===== src/rtl/perm16_pkg.sv =====
// Shared encodings and constants for the 16-bit permutation sequencer.
package perm16_pkg;

  localparam int W = 16;

  localparam logic [1:0] OP_PASS = 2'd0;
  localparam logic [1:0] OP_REV  = 2'd1;
  localparam logic [1:0] OP_ROL  = 2'd2;
  localparam logic [1:0] OP_ROR  = 2'd3;

  typedef enum logic [1:0] {
    ST_IDLE = 2'd0,
    ST_RUN  = 2'd1,
    ST_DONE = 2'd2
  } state_t;

  // Number of RUN steps an operation needs: one for PASS/REV, amount for rotates.
  function automatic logic [3:0] step_count(input logic [1:0] op, input logic [3:0] amount);
    return ((op == OP_PASS) || (op == OP_REV)) ? 4'd1 : amount;
  endfunction

endpackage


===== src/rtl/bit_rev16.sv =====
// Purely combinational full bit reversal: bit i of din lands on bit W-1-i of dout.
module bit_rev16
  import perm16_pkg::*;
(
  input  logic [W-1:0] din,
  output logic [W-1:0] dout
);

  // Mirror every bit position.
  always_comb begin
    // NOTE: assign a default before the loop so every path drives dout and no latch is inferred.
    dout = '0;
    for (int i = 0; i < W; i++) begin
      dout[W-1-i] = din[i];
    end
  end

endmodule


===== src/rtl/perm16_seq.sv =====
// Start/busy/done sequencer around a 16-bit work register: PASS and REV take one
// step, ROL/ROR rotate one bit per cycle for 'amount' cycles.
module perm16_seq
  import perm16_pkg::*;
#(
  parameter int           UUID = 0,
  parameter logic [127:0] NAME = ""
) (
  input  logic         clk,
  input  logic         rst,
  input  logic         start,
  input  logic [1:0]   op,
  input  logic [3:0]   amount,
  input  logic [W-1:0] din,
  output logic         busy,
  output logic         done,
  output logic [W-1:0] dout
);

  state_t         state;
  state_t         state_next;
  logic [1:0]     op_q;
  logic [3:0]     count;
  logic [3:0]     start_count;
  logic [W-1:0]   work;
  logic [W-1:0]   rev_work;
  logic [W-1:0]   step_value;

  // Instance identifiers carry no function; fold them into a sink so they are referenced.
  logic unused_params;
  assign unused_params = ^{UUID, NAME};

  bit_rev16 u_rev (
    .din  (work),
    .dout (rev_work)
  );

  assign start_count = step_count(op, amount);

  // Value the work register takes after one RUN step of the latched operation.
  always_comb begin
    step_value = work;
    case (op_q)
      OP_REV:  step_value = rev_work;
      OP_ROL:  step_value = {work[W-2:0], work[W-1]};
      OP_ROR:  step_value = {work[0], work[W-1:1]};
      default: step_value = work;
    endcase
  end

  // Next-state decode; start is only honoured in IDLE, a zero count skips RUN.
  always_comb begin
    state_next = state;
    case (state)
      ST_IDLE: begin
        if (start) begin
          state_next = (start_count != 4'd0) ? ST_RUN : ST_DONE;
        end
      end
      ST_RUN: begin
        if (count == 4'd1) begin
          state_next = ST_DONE;
        end
      end
      ST_DONE: state_next = ST_IDLE;
      default: state_next = ST_IDLE;
    endcase
  end

  // State, counter, latched op and work register; reset aborts any operation.
  always_ff @(posedge clk) begin
    // NOTE: non-blocking assignments keep every register sampling pre-edge values.
    if (rst) begin
      state <= ST_IDLE;
      op_q  <= OP_PASS;
      count <= 4'd0;
      work  <= '0;
    end else begin
      state <= state_next;
      case (state)
        ST_IDLE: begin
          if (start) begin
            op_q  <= op;
            count <= start_count;
            work  <= din;
          end
        end
        ST_RUN: begin
          work  <= step_value;
          count <= count - 4'd1;
        end
        default: ;
      endcase
    end
  end

  assign busy = (state != ST_IDLE);
  assign done = (state == ST_DONE);
  assign dout = work;

endmodule


===== config.mk =====
export PLATFORM = sky130hd
export DESIGN_NAME = perm16_seq
export DESIGN_NICKNAME = d
export VERILOG_FILES = /design/src/rtl/perm16_pkg.sv /design/src/rtl/bit_rev16.sv /design/src/rtl/perm16_seq.sv
export SDC_FILE = /design/constraint.sdc
export NUM_CORES = 1
export LEC_CHECK = 0
export CELL_PAD_IN_SITES_DETAIL_PLACEMENT = 1
export CELL_PAD_IN_SITES_GLOBAL_PLACEMENT = 1
export CORE_ASPECT_RATIO = 0.9
export CORE_MARGIN = 4
export CORE_UTILIZATION = 35
export DETAILED_ROUTE_END_ITERATION = 16
export GPL_TIMING_DRIVEN = 0
export PLACE_DENSITY_LB_ADDON = 0.1
export SETUP_SLACK_MARGIN = 0.05
export SLEW_MARGIN = 25
export SYNTH_ARGS = -nofsm -noshare
export SYNTH_HDL_FRONTEND = slang
export SYNTH_HIERARCHICAL = 1
export SYNTH_SLANG_ARGS = --single-unit

===== constraint.sdc =====
create_clock -name clk -period 2.3 [get_ports clk]
set_clock_uncertainty 0.2 [all_clocks]
set_input_delay 0.345 -clock clk [delete_from_list [all_inputs] [get_ports clk]]
set_output_delay 0.345 -clock clk [all_outputs]
set_load 0.01 [all_outputs]

# ---- Word-level counts from Yosys, hierarchy flattened
# Cells that the tools add are included.
dict set report word_totals {
  out_inout_bits 18
  register_bits 24
  word_cells 35
}
dict set report op_classes {
  n_addsub 1
  n_eq_ne 10
  mux 10
  reduce_logical 10
}
# cell n
set op_table {}
lappend op_table {{one-hot mux 16 bit (3 select lines)} 1}
lappend op_table {{one-hot mux 16 bit (2 select lines)} 1}
lappend op_table {{two-way mux 16 bit} 1}
lappend op_table {{two-way mux 4 bit} 2}
lappend op_table {{one-hot mux 4 bit (2 select lines)} 1}
lappend op_table {{== test 2 x 1 -> 1 bit (second input constant)} 3}
lappend op_table {{== test 2 bit (second input constant)} 3}
lappend op_table {{two-way mux 2 bit} 3}
lappend op_table {{AND reduction 2 bit} 3}
lappend op_table {{== test 4 x 1 -> 1 bit (second input constant)} 1}
lappend op_table {{logical NOT 2 bit} 2}
lappend op_table {{inequality test 2 bit (second input constant)} 2}
lappend op_table {{inequality test 4 x 1 -> 1 bit (second input constant)} 1}
lappend op_table {{one-hot mux 2 bit (2 select lines)} 1}
lappend op_table {{nonzero test 2 bit} 2}
lappend op_table {{nonzero test 4 bit} 1}
lappend op_table {{subtractor 4 x 1 -> 4 bit (second input constant)} 1}
lappend op_table {{AND reduction 3 bit} 1}
lappend op_table {{logical OR 1 bit} 1}

# ---- Longest topological paths before layout
# Gate-level depths: netlist of the first run.
dict set report depth {
  depth_word 7
  ltp_mapped 7
  ltp_nobuf 6
}

# ---- Modules after synthesis
# Netlist of the first run, hierarchy kept.
# module instances area_each_um2 cells_per_inst
set modules_own_cells {}
lappend modules_own_cells {perm16_seq 1 1438.9 158}
lappend modules_own_cells {bit_rev16 1 120.1 16}

# ---- Worst setup path before layout of the first run
# OpenSTA, ideal clock, no wires.
dict set report synth_timing {
  path_kind {register to register}
  from {register op_q[0]}
  to {register work[10] (netlist: dout[10])}
  t_required_ns 1.982
  period_less_slack_ns 1.707
  arrival_time_ns 1.389
  path_buffers 2
  stages_incl_launch_ff 8
  slack_ns 0.593
  cell_sequence {dfxtp_1 > inv_1 > ha_1 > buf_2 > clkbuf_1 > a221o_1 > a21oi_1 > o2bb2ai_1}
}
dict set report synth_between {
  elab_chain_cells 3
  elab_cells_between_ends 7
}
# element line
set synth_rtl {}
lappend synth_rtl {{start: declaration} perm16_seq.sv:22} ;# logic [1:0] op_q;
lappend synth_rtl {{start signal: assignment} perm16_seq.sv:83} ;# op_q <= op;
lappend synth_rtl {{== test 2 bit or == test 2 x 1 -> 1 bit (tied branches)} perm16_seq.sv:43} ;# case (op_q)
lappend synth_rtl {{one-hot mux 16 bit (3 select lines) or inequality test 4 x 1 -> 1 bit (tied branches)} --}
lappend synth_rtl {{one-hot mux 16 bit (2 select lines) or AND reduction 3 bit (tied branches)} --}
lappend synth_rtl {{end signal: assignment} perm16_seq.sv:85} ;# work <= din;
lappend synth_rtl {{end signal: assignment} perm16_seq.sv:89} ;# work <= step_value;
lappend synth_rtl {{end: declaration} perm16_seq.sv:25} ;# logic [W-1:0] work;
# Parallel ways exist; a longest one is shown, timed or not.
# A chain may end at the register's enable or synchronous reset.

# ---- Worst setup path in the final report of the first run
dict set report layout_timing {
  from {register state[0]}
  to {output busy}
}
dict set report layout_between {
  elab_chain_cells 1
}
# element line
set layout_rtl {}
lappend layout_rtl {{start: declaration} perm16_seq.sv:20} ;# state_t state;
lappend layout_rtl {{start signal: assignment} perm16_seq.sv:79} ;# state <= state_next;
lappend layout_rtl {{nonzero test 2 bit} perm16_seq.sv:97} ;# assign busy = (state != ST_IDLE);
lappend layout_rtl {{end: declaration} perm16_seq.sv:15} ;# output logic busy,
# No other way between the ends.

==> summary.txt, run 1 <==
Run status
  • Status: finished, final reports clean

Floorplanning
  • Die H: 71.3 um
  • Die Span X: 78.4 um
  • Core Box Area: 0.00418 sq mm
  • Io pins: 43
  • DIE AREA: 0.00559 sq mm
  • Initial Utilization: 37.3%
  • Row count: 22

Pwr
  • LEAKAGE: 0.816 nW
  • Switching share of total power: 31.3%
  • Cell Pwr Density: 676 mW/mm^2
  • Internal power: 982 uW
  • Clk pwr share: 26.9%
  • Gate power share: 35.0%
  • Switching pwr: 447 uW
  • Flop pwr share: 38.1%
  • Total power: 1.43 mW
  • Worst-case vdd ir drop: 0.000380 V

STA
  • Setup ws final: 0.168 ns
  • Crit path time final: 2.13 ns
  • Min Hold Slack: 0.308 ns
  • Final Cycle Share: 92.7%
  • Final setup TNS: 0 ns
  • Slew @ Worst Pin: 0.649 ns
  • Final Hold Viols: 0
  • Fmax: 469 MHz
  • Slew headroom: 56.7%
  • RSZ-0062 raised after global routing: false
  • Finish-stage setup viols: 0
  • Pins Over Slew Limit: 0

Synth
  • Post-synth ARST share: 0%
  • Synth top area share: 30.8%
  • Largest cells by area after synthesis: dfxtp_1 31%, a221o_1 10%, o2bb2ai_1 9.0%
  • Synthesized flop and latch total: 24
  • Post-synth top flop: dfxtp_1
  • Synth Instances: 174
  • Post-synth EDFFs: 0
  • Seq/Total Area, Yosys: 30.8%
  • Syn_nets: 203
  • Cell Area, Synth: 0.00156 sq mm
  • Avg Inst Size Synth: 8.96 sq um
  • Post-synth top area cell: dfxtp_1
  • Library cells used by synthesis: 36
  • Yosys warns: 6

Placement
  • Dpl hpwl: 3.56 mm
  • Placement Setup Slack: 0.161 ns
  • Final RePlAce weighted congestion: 0.804
  • Port buffer count: 41

Detailed routing
  • Final wirelength: 4.76 mm
  • 1st-iter DRT viols: 58
  • # DRC: 0
  • Routed WL per cell: 17.1 um
  • First-pass DRT Iterations: 4
  • Remaining antenna violation count after routing: 0
  • Vias: 1494
  • Via-to-Cell Ratio: 5.35

Final layout
  • Diodes inserted: 0
  • Fin nets: 249
  • Ratio of cells with drive above 1 in the final layout: 17.8%
  • Layout area overhead: 35.7%
  • Commonest non-fill, non-tap cell in the layout: clkdlybuf4s50_1
  • Most frequent cells in the layout: 41 x clkdlybuf4s50_1, 24 x dfxtp_1, 21 x a21oi_1

Clocking
  • CTS tree: built
  • Num CTS Buffers: 3
  • Clk buf depth: 2
  • Post-CTS Hold Buffers: 0
  • Worst-path clk slew: 0.10 ns
  • Post_cts resized: 0
  • Htree depth: 1
  • Cell chosen for the clock root: clkbuf_8
  • Worst-Skew Late Latency: 0.28 ns
  • Postcts setup bufs: 0
  • Clk sinks: 24

Worst setup path
  • Setup crit end kind: primary output
  • Setup CP Type: reg2out
  • Crit path arrival time: 1.59 ns
  • Worst setup SP type: flop
  • Crit Path Max Fanout: 10
  • CP required: 1.75 ns

Worst hold path
  • Worst Hold Class: reg2reg

Global routing
  • GRT met1 Usage: 24.6%
  • Initial antenna violation count: 0
  • GR Util met2: 27.7%
  • Vias in the first global route: 1558
  • GR Util All Layers: 17.5%
  • GR Overflow Total: 0
  • Largest net degree at the start of global routing: 15
  • Grt met3 use: 3.64%
  • Most used routing layer: met2
  • First-pass GRT wire length: 7.87 mm

Flow run
  • Total of max-cap violations: 0
==> power groups by stage <==
stage               clock network (mW)  registers, mW  logic, mW
floorplan                            0          0.550      0.290
global placement                     0          0.550      0.485
detailed placement                   0          0.553      0.500
CTS                              0.400          0.544      0.503
global route                     0.411          0.555      0.544
finish                           0.385          0.544      0.500
==> cells in the mapped netlist, types with 2 or more instances <==
library cell and n:
ha_1 4, buf_4 16, o21ai_0 8, o21ai_1 11
o2bb2ai_1 16, nor2b_1 2, dfxtp_1 24, nand2b_1 2
a221o_1 16, nor2_2 2, a21oi_1 21, nor2_1 8
clkbuf_1 2, nand3b_1 2, nand2_1 7, buf_2 5
buf_6 6, inv_1 4
==> worst paths after layout <==
path	start	to	slack, ns	cells past startpoint
max	state[0]	busy	0.17	4
min	count[0]	count[0]	0.31	2
max reg2reg	op_q[0]	dout[7]	0.28	7
min reg2reg	count[0]	count[0]	0.31	2
==> registers in the layout, indices dropped and copies added (netlist names) <==
signal,flops
count,4
state,2
op_q,2
dout,16
==> critical path: stages, from the launching register on <==
cell,delay [ns]
dfxtp_1,0.48
buf_6,0.19
nor2_1,0.06
inv_1,0.05
clkdlybuf4s50_1,0.52
==> metrics by stage <==
| step | cells | cell area, sq um | util, % |
|---|---|---|---|
| 2_1_floorplan | 174 | 1560 | - |
| 3_3_place_gp | 275 | 2040 | 48.9 |
| 3_5_place_dp | 275 | 2040 | 48.9 |
| 4_1_cts | 279 | 2120 | 50.6 |
| 5_1_grt | 279 | 2120 | 50.6 |
| 6_report | 279 | 2120 | 50.6 |
==> routing by layer <==
layer / vias to the layer above / wire, um
li1: 732 / -
met1: 725 / 2280
met2: 32 / 2270
met3: 5 / 184
met4: 0 / 31
met5: - / 0
==> layout make-up <==
class                           count  area, sq um
Fill cell                         496         2070
Multi-Input combinational cell    116          840
Sequential cell                    24          480
Timing Repair Buffer               41          410
Buffer                             30          224
Tap cell                           60         75.1
Clock buffer                        3         41.3
Clock inverter                      1         30.0
Inverter                            4         15.0
==> logic make-up after synthesis <==
logic type      synth area share (%)
compound gates                  35.7
simple gates                    13.7
fa+ha+maj                       3.21
flops                           30.8
mux                            0.642
buf+inv                         15.3
xor+xnor                       0.562
No activity file was read; power rests on OpenSTA's default activity.
==> inputs of run 2 (changes only) <==
- SETUP_SLACK_MARGIN: 0.05 -> 0.3
- SKIP_LAST_GASP: unset -> 1
==> summary.txt, run 2 (synthesis results as in run 1) <==
Run status
  • Status: finished, final reports clean

STA
  • Finish-stage setup viols: 0
  • Final setup TNS: 0 ns
  • Min Hold Slack: 0.308 ns
  • Final Cycle Share: 81.2%
  • Slew @ Worst Pin: 0.623 ns
  • Slew headroom: 58.5%
  • Final Hold Viols: 0
  • RSZ-0062 raised after global routing: true
  • Crit path time final: 1.87 ns
  • Pins Over Slew Limit: 0
  • Fmax: 535 MHz

Final layout
  • Fin nets: 250
  • Diodes inserted: 0
  • Max reg flops: 16
  • Layout area overhead: 37.6%
  • Final non-filler cell total: 280
  • Most frequent cells in the layout: 39 x clkdlybuf4s50_1, 23 x dfxtp_1, 21 x a21oi_1
  • Commonest non-fill, non-tap cell in the layout: clkdlybuf4s50_1
  • Fillers: 493
  • Ratio of cells with drive above 1 in the final layout: 20.0%

Flow run
  • Total of max-cap violations: 0

Worst hold path
  • Worst Hold Class: reg2reg

Global routing
  • First-pass GRT wire length: 7.91 mm
  • Initial antenna violation count: 0
  • GR Overflow Total: 0
  • GR Util All Layers: 17.5%
  • GRT met1 Usage: 24.7%
  • Most used routing layer: met2
  • Vias in the first global route: 1562
  • Largest net degree at the start of global routing: 15
  • Grt met3 use: 3.64%
  • GR Util met2: 27.8%

Floorplanning
  • Io pins: 43
  • Die H: 71.3 um
  • Initial Utilization: 37.3%
  • Row count: 22
  • Core Box Area: 0.00418 sq mm
  • Die Span X: 78.4 um
  • DIE AREA: 0.00559 sq mm

Pwr
  • Flop pwr share: 37.8%
  • Switching pwr: 453 uW
  • Worst-case vdd ir drop: 0.000384 V
  • LEAKAGE: 0.850 nW
  • Cell Pwr Density: 672 mW/mm^2
  • Internal power: 988 uW
  • Clk pwr share: 27.1%
  • Gate power share: 35.1%
  • Switching share of total power: 31.5%

Worst setup path
  • Crit Path Max Fanout: 10
  • Setup CP Type: reg2reg
  • Setup crit end kind: flop
  • Crit path arrival time: 1.83 ns
  • Worst setup SP type: flop
  • CP required: 2.26 ns

Detailed routing
  • Routed WL per cell: 17.1 um
  • 1st-iter DRT viols: 72
  • # DRC: 0
  • Vias: 1495
  • Remaining antenna violation count after routing: 0
  • Via-to-Cell Ratio: 5.34
  • Final wirelength: 4.78 mm
  • First-pass DRT Iterations: 4

Placement
  • Placed instance count: 275
  • Final RePlAce weighted congestion: 0.804
  • Dpl hpwl: 3.56 mm
  • Port buffer count: 41

Clocking
  • Worst-path clk slew: 0.11 ns
  • Post-CTS Hold Buffers: 0
  • Clk buf depth: 2
  • Cell chosen for the clock root: clkbuf_8
  • Htree depth: 1
  • Num CTS Buffers: 3
  • Clk sinks: 24
  • Worst-Skew Late Latency: 0.29 ns
  • CTS tree: built
run 2: changes by cell type in the layout (fill, tap and decap cells not counted), sizes merged:
| cell | before | now |
|---|---|---|
| clkbuf | 5 | 6 |
| clkdlybuf4s50 | 41 | 39 |
| dlygate4sd2 | 0 | 1 |
| dlymetal6s2s | 0 | 1 |
run 2: worst paths after layout:
| check | cells past startpoint | slack (ns) | startpoint | to |
|---|---|---|---|---|
| max | 7 | 0.43 | op_q[0] | dout[7] |
| min | 2 | 0.31 | count[0] | count[0] |
| max reg2reg | 7 | 0.43 | op_q[0] | dout[7] |
| min reg2reg | 2 | 0.31 | count[0] | count[0] |
run 2: final cells by class:
type                       count  area (sq um)  share of cell area [%]
buffer                        30           238                    11.1
clock buffer                   3          41.3                    1.93
clock inverter                 1          30.0                    1.40
inverter                       4          15.0                   0.700
multi-input combinational    116           842                    39.3
sequential                    24           484                    22.6
tap                           60          75.1                    3.50
timing repair buffer          42           419                    19.5
run 2: through the flow:
stage | util, % | power, mW | setup slack, ns | cell area (sq um)
2_1_floorplan | - | 0.841 | 0.593 | 1560
3_3_place_gp | 48.9 | 1.03 | 0.220 | 2040
3_5_place_dp | 48.9 | 1.05 | 0.161 | 2040
4_1_cts | 50.7 | 1.45 | 0.272 | 2120
5_1_grt | 51.3 | 1.52 | 0.297 | 2140
6_report | 51.3 | 1.44 | 0.432 | 2140
run 2: layer usage:
| metal | part of all wire (%) | wire [um] |
|---|---|---|
| met3 | 3.0 | 142 |
| met1 | 49 | 2320 |
| met5 | 0 | 0 |
| met4 | 0.65 | 31 |
| met2 | 48 | 2280 |
run 2: timing repair:
action	CTS	global route
pin swaps	0	0
resized for setup	4	11
setup buffers	0	1
setup endpoints to repair	4	12
run 2: critical path, stage by stage, from the launching register on:
cell and delay [ns]:
dfxtp_1 0.35, inv_1 0.06, ha_1 0.19, buf_2 0.17, buf_4 0.19, a221o_1 0.36
a21oi_1 0.13, o2bb2ai_1 0.09
run 2: power by group through the flow:
stage | clock [mW] | sequential, mW | combinational [mW]
after floorplan | 0 | 0.550 | 0.290
final | 0.390 | 0.545 | 0.506
after CTS | 0.400 | 0.545 | 0.503
after detailed placement | 0 | 0.553 | 0.500
after global placement | 0 | 0.550 | 0.485
after global routing | 0.411 | 0.556 | 0.550
==> inputs of run 3 (changes only) <==
- clock period: 2.3 -> 1.95 ns (I/O delays scaled with it)
==> summary.txt, run 3 (synthesis results as in run 1) <==
STA
  • Min Hold Slack: 0.304 ns
  • Finish-stage setup viols: 0
  • Setup ws final: 0.167 ns
  • RSZ-0062 raised after global routing: true
  • Fmax: 561 MHz
  • Pins Over Slew Limit: 0
  • Final Cycle Share: 91.4%
  • Crit path time final: 1.78 ns
  • Slew @ Worst Pin: 0.650 ns
  • Final Hold Viols: 0
  • Slew headroom: 56.7%

Detailed routing
  • Vias: 1607
  • First-pass DRT Iterations: 4
  • Remaining antenna violation count after routing: 0
  • Routed WL per cell: 19.3 um
  • Final wirelength: 5.60 mm
  • # DRC: 0
  • Via-to-Cell Ratio: 5.54
  • 1st-iter DRT viols: 84

Final layout
  • Commonest non-fill, non-tap cell in the layout: clkdlybuf4s50_1
  • Fin nets: 260
  • Layout area overhead: 55.7%
  • Ratio of cells with drive above 1 in the final layout: 45.2%
  • Most frequent cells in the layout: 22 x clkdlybuf4s50_1, 21 x buf_4, 18 x dlygate4sd2_1
  • Diodes inserted: 0
  • Max reg flops: 16

Floorplanning
  • Initial Utilization: 37.3%
  • Die H: 71.3 um
  • Io pins: 43
  • Core Box Area: 0.00418 sq mm
  • DIE AREA: 0.00559 sq mm
  • Row count: 22
  • Die Span X: 78.4 um

Clocking
  • Cell chosen for the clock root: clkbuf_8
  • Post-CTS Hold Buffers: 0
  • CTS tree: built
  • Worst-path clk slew: 0.09 ns
  • Htree depth: 1
  • Worst-Skew Late Latency: 0.27 ns
  • Clk buf depth: 2
  • Clk sinks: 24
  • Num CTS Buffers: 3

Pwr
  • Gate power share: 40.5%
  • Flop pwr share: 38.7%
  • Internal power: 1.11 mW
  • Cell Pwr Density: 706 mW/mm^2
  • Switching share of total power: 35.1%
  • Worst-case vdd ir drop: 0.000388 V
  • Clk pwr share: 20.8%
  • LEAKAGE: 0.992 nW
  • Switching pwr: 601 uW

Global routing
  • GR Overflow Total: 0
  • Largest net degree at the start of global routing: 14
  • Initial antenna violation count: 0
  • Vias in the first global route: 1673
  • First-pass GRT wire length: 8.61 mm
  • GR Util All Layers: 19.5%

Worst hold path
  • Worst Hold Class: reg2reg

Worst setup path
  • Crit Path Max Fanout: 7
  • CP required: 1.92 ns
  • Crit path arrival time: 1.75 ns
  • Worst setup SP type: flop
  • Setup crit end kind: flop
  • Setup CP Type: reg2reg

Placement
  • Final RePlAce weighted congestion: 0.803
  • Dpl hpwl: 3.58 mm
  • Port buffer count: 41
  • Placement Setup Slack: -0.130 ns

Run status
  • Status: finished, final reports clean

Flow run
  • Total of max-cap violations: 0
run 3: worst paths after layout:
kind	start	endpoint	slack [ns]	depth (start not counted)
hold reg to reg	dout[8]	dout[8]	0.30	1
setup reg to reg	op_q[0]	dout[12]	0.17	7
setup / recovery	op_q[0]	dout[12]	0.17	7
hold / removal	dout[8]	dout[8]	0.30	1
run 3: per-layer routing:
metal | vias up | global-route usage, % | share of wire, %
li1 | 757 | - | -
met1 | 806 | 25.6 | 45
met2 | 42 | 33.8 | 50
met3 | 2 | 3.64 | 4.6
met4 | 0 | 3.50 | 0.34
met5 | - | 0 | 0
run 3: metrics by stage:
step / cell area [sq um] / utilization (%) / std cells / power [mW] / TNS [ns]
finish: 2430 / 58.0 / 290 / 1.71 / 0
global route: 2430 / 58.0 / 290 / 1.80 / 0
floorplan: 1580 / - / 174 / 0.997 / 0
global placement: 2060 / 49.3 / 275 / 1.23 / -0.867
detailed placement: 2060 / 49.3 / 275 / 1.25 / -1.45
CTS: 2370 / 56.5 / 290 / 1.67 / 0
run 3: power groups by stage:
stage / Sequential (mW) / Combinational [mW] / Clock, mW
after CTS: 0.656 / 0.655 / 0.363
after floorplan: 0.649 / 0.348 / 0
after global routing: 0.673 / 0.742 / 0.381
after global placement: 0.649 / 0.578 / 0
final: 0.662 / 0.694 / 0.357
after detailed placement: 0.653 / 0.593 / 0
run 3: area by class of cell:
class	count	area, sq um
Clock buffer	4	55.1
Multi-Input combinational cell	116	1000
Buffer	30	270
Tap cell	60	75.1
Timing Repair Buffer	52	494
Sequential cell	24	513
Inverter	4	15.0
Fill cell	482	1760
run 3: worst max-delay path, stage by stage, from the launching register on:
cell and delay (ns):
dfxtp_4 0.37, inv_2 0.05, ha_4 0.15, buf_8 0.13, clkbuf_8 0.15, a221o_1 0.36, a21oi_2 0.17, o2bb2ai_1 0.09
run 3: repair_timing:
item,CTS,global route
resized for setup,85,17
buffers inserted,8,0
endpoints found under the setup margin,35,22
pin swaps,25,14
cloned,3,0
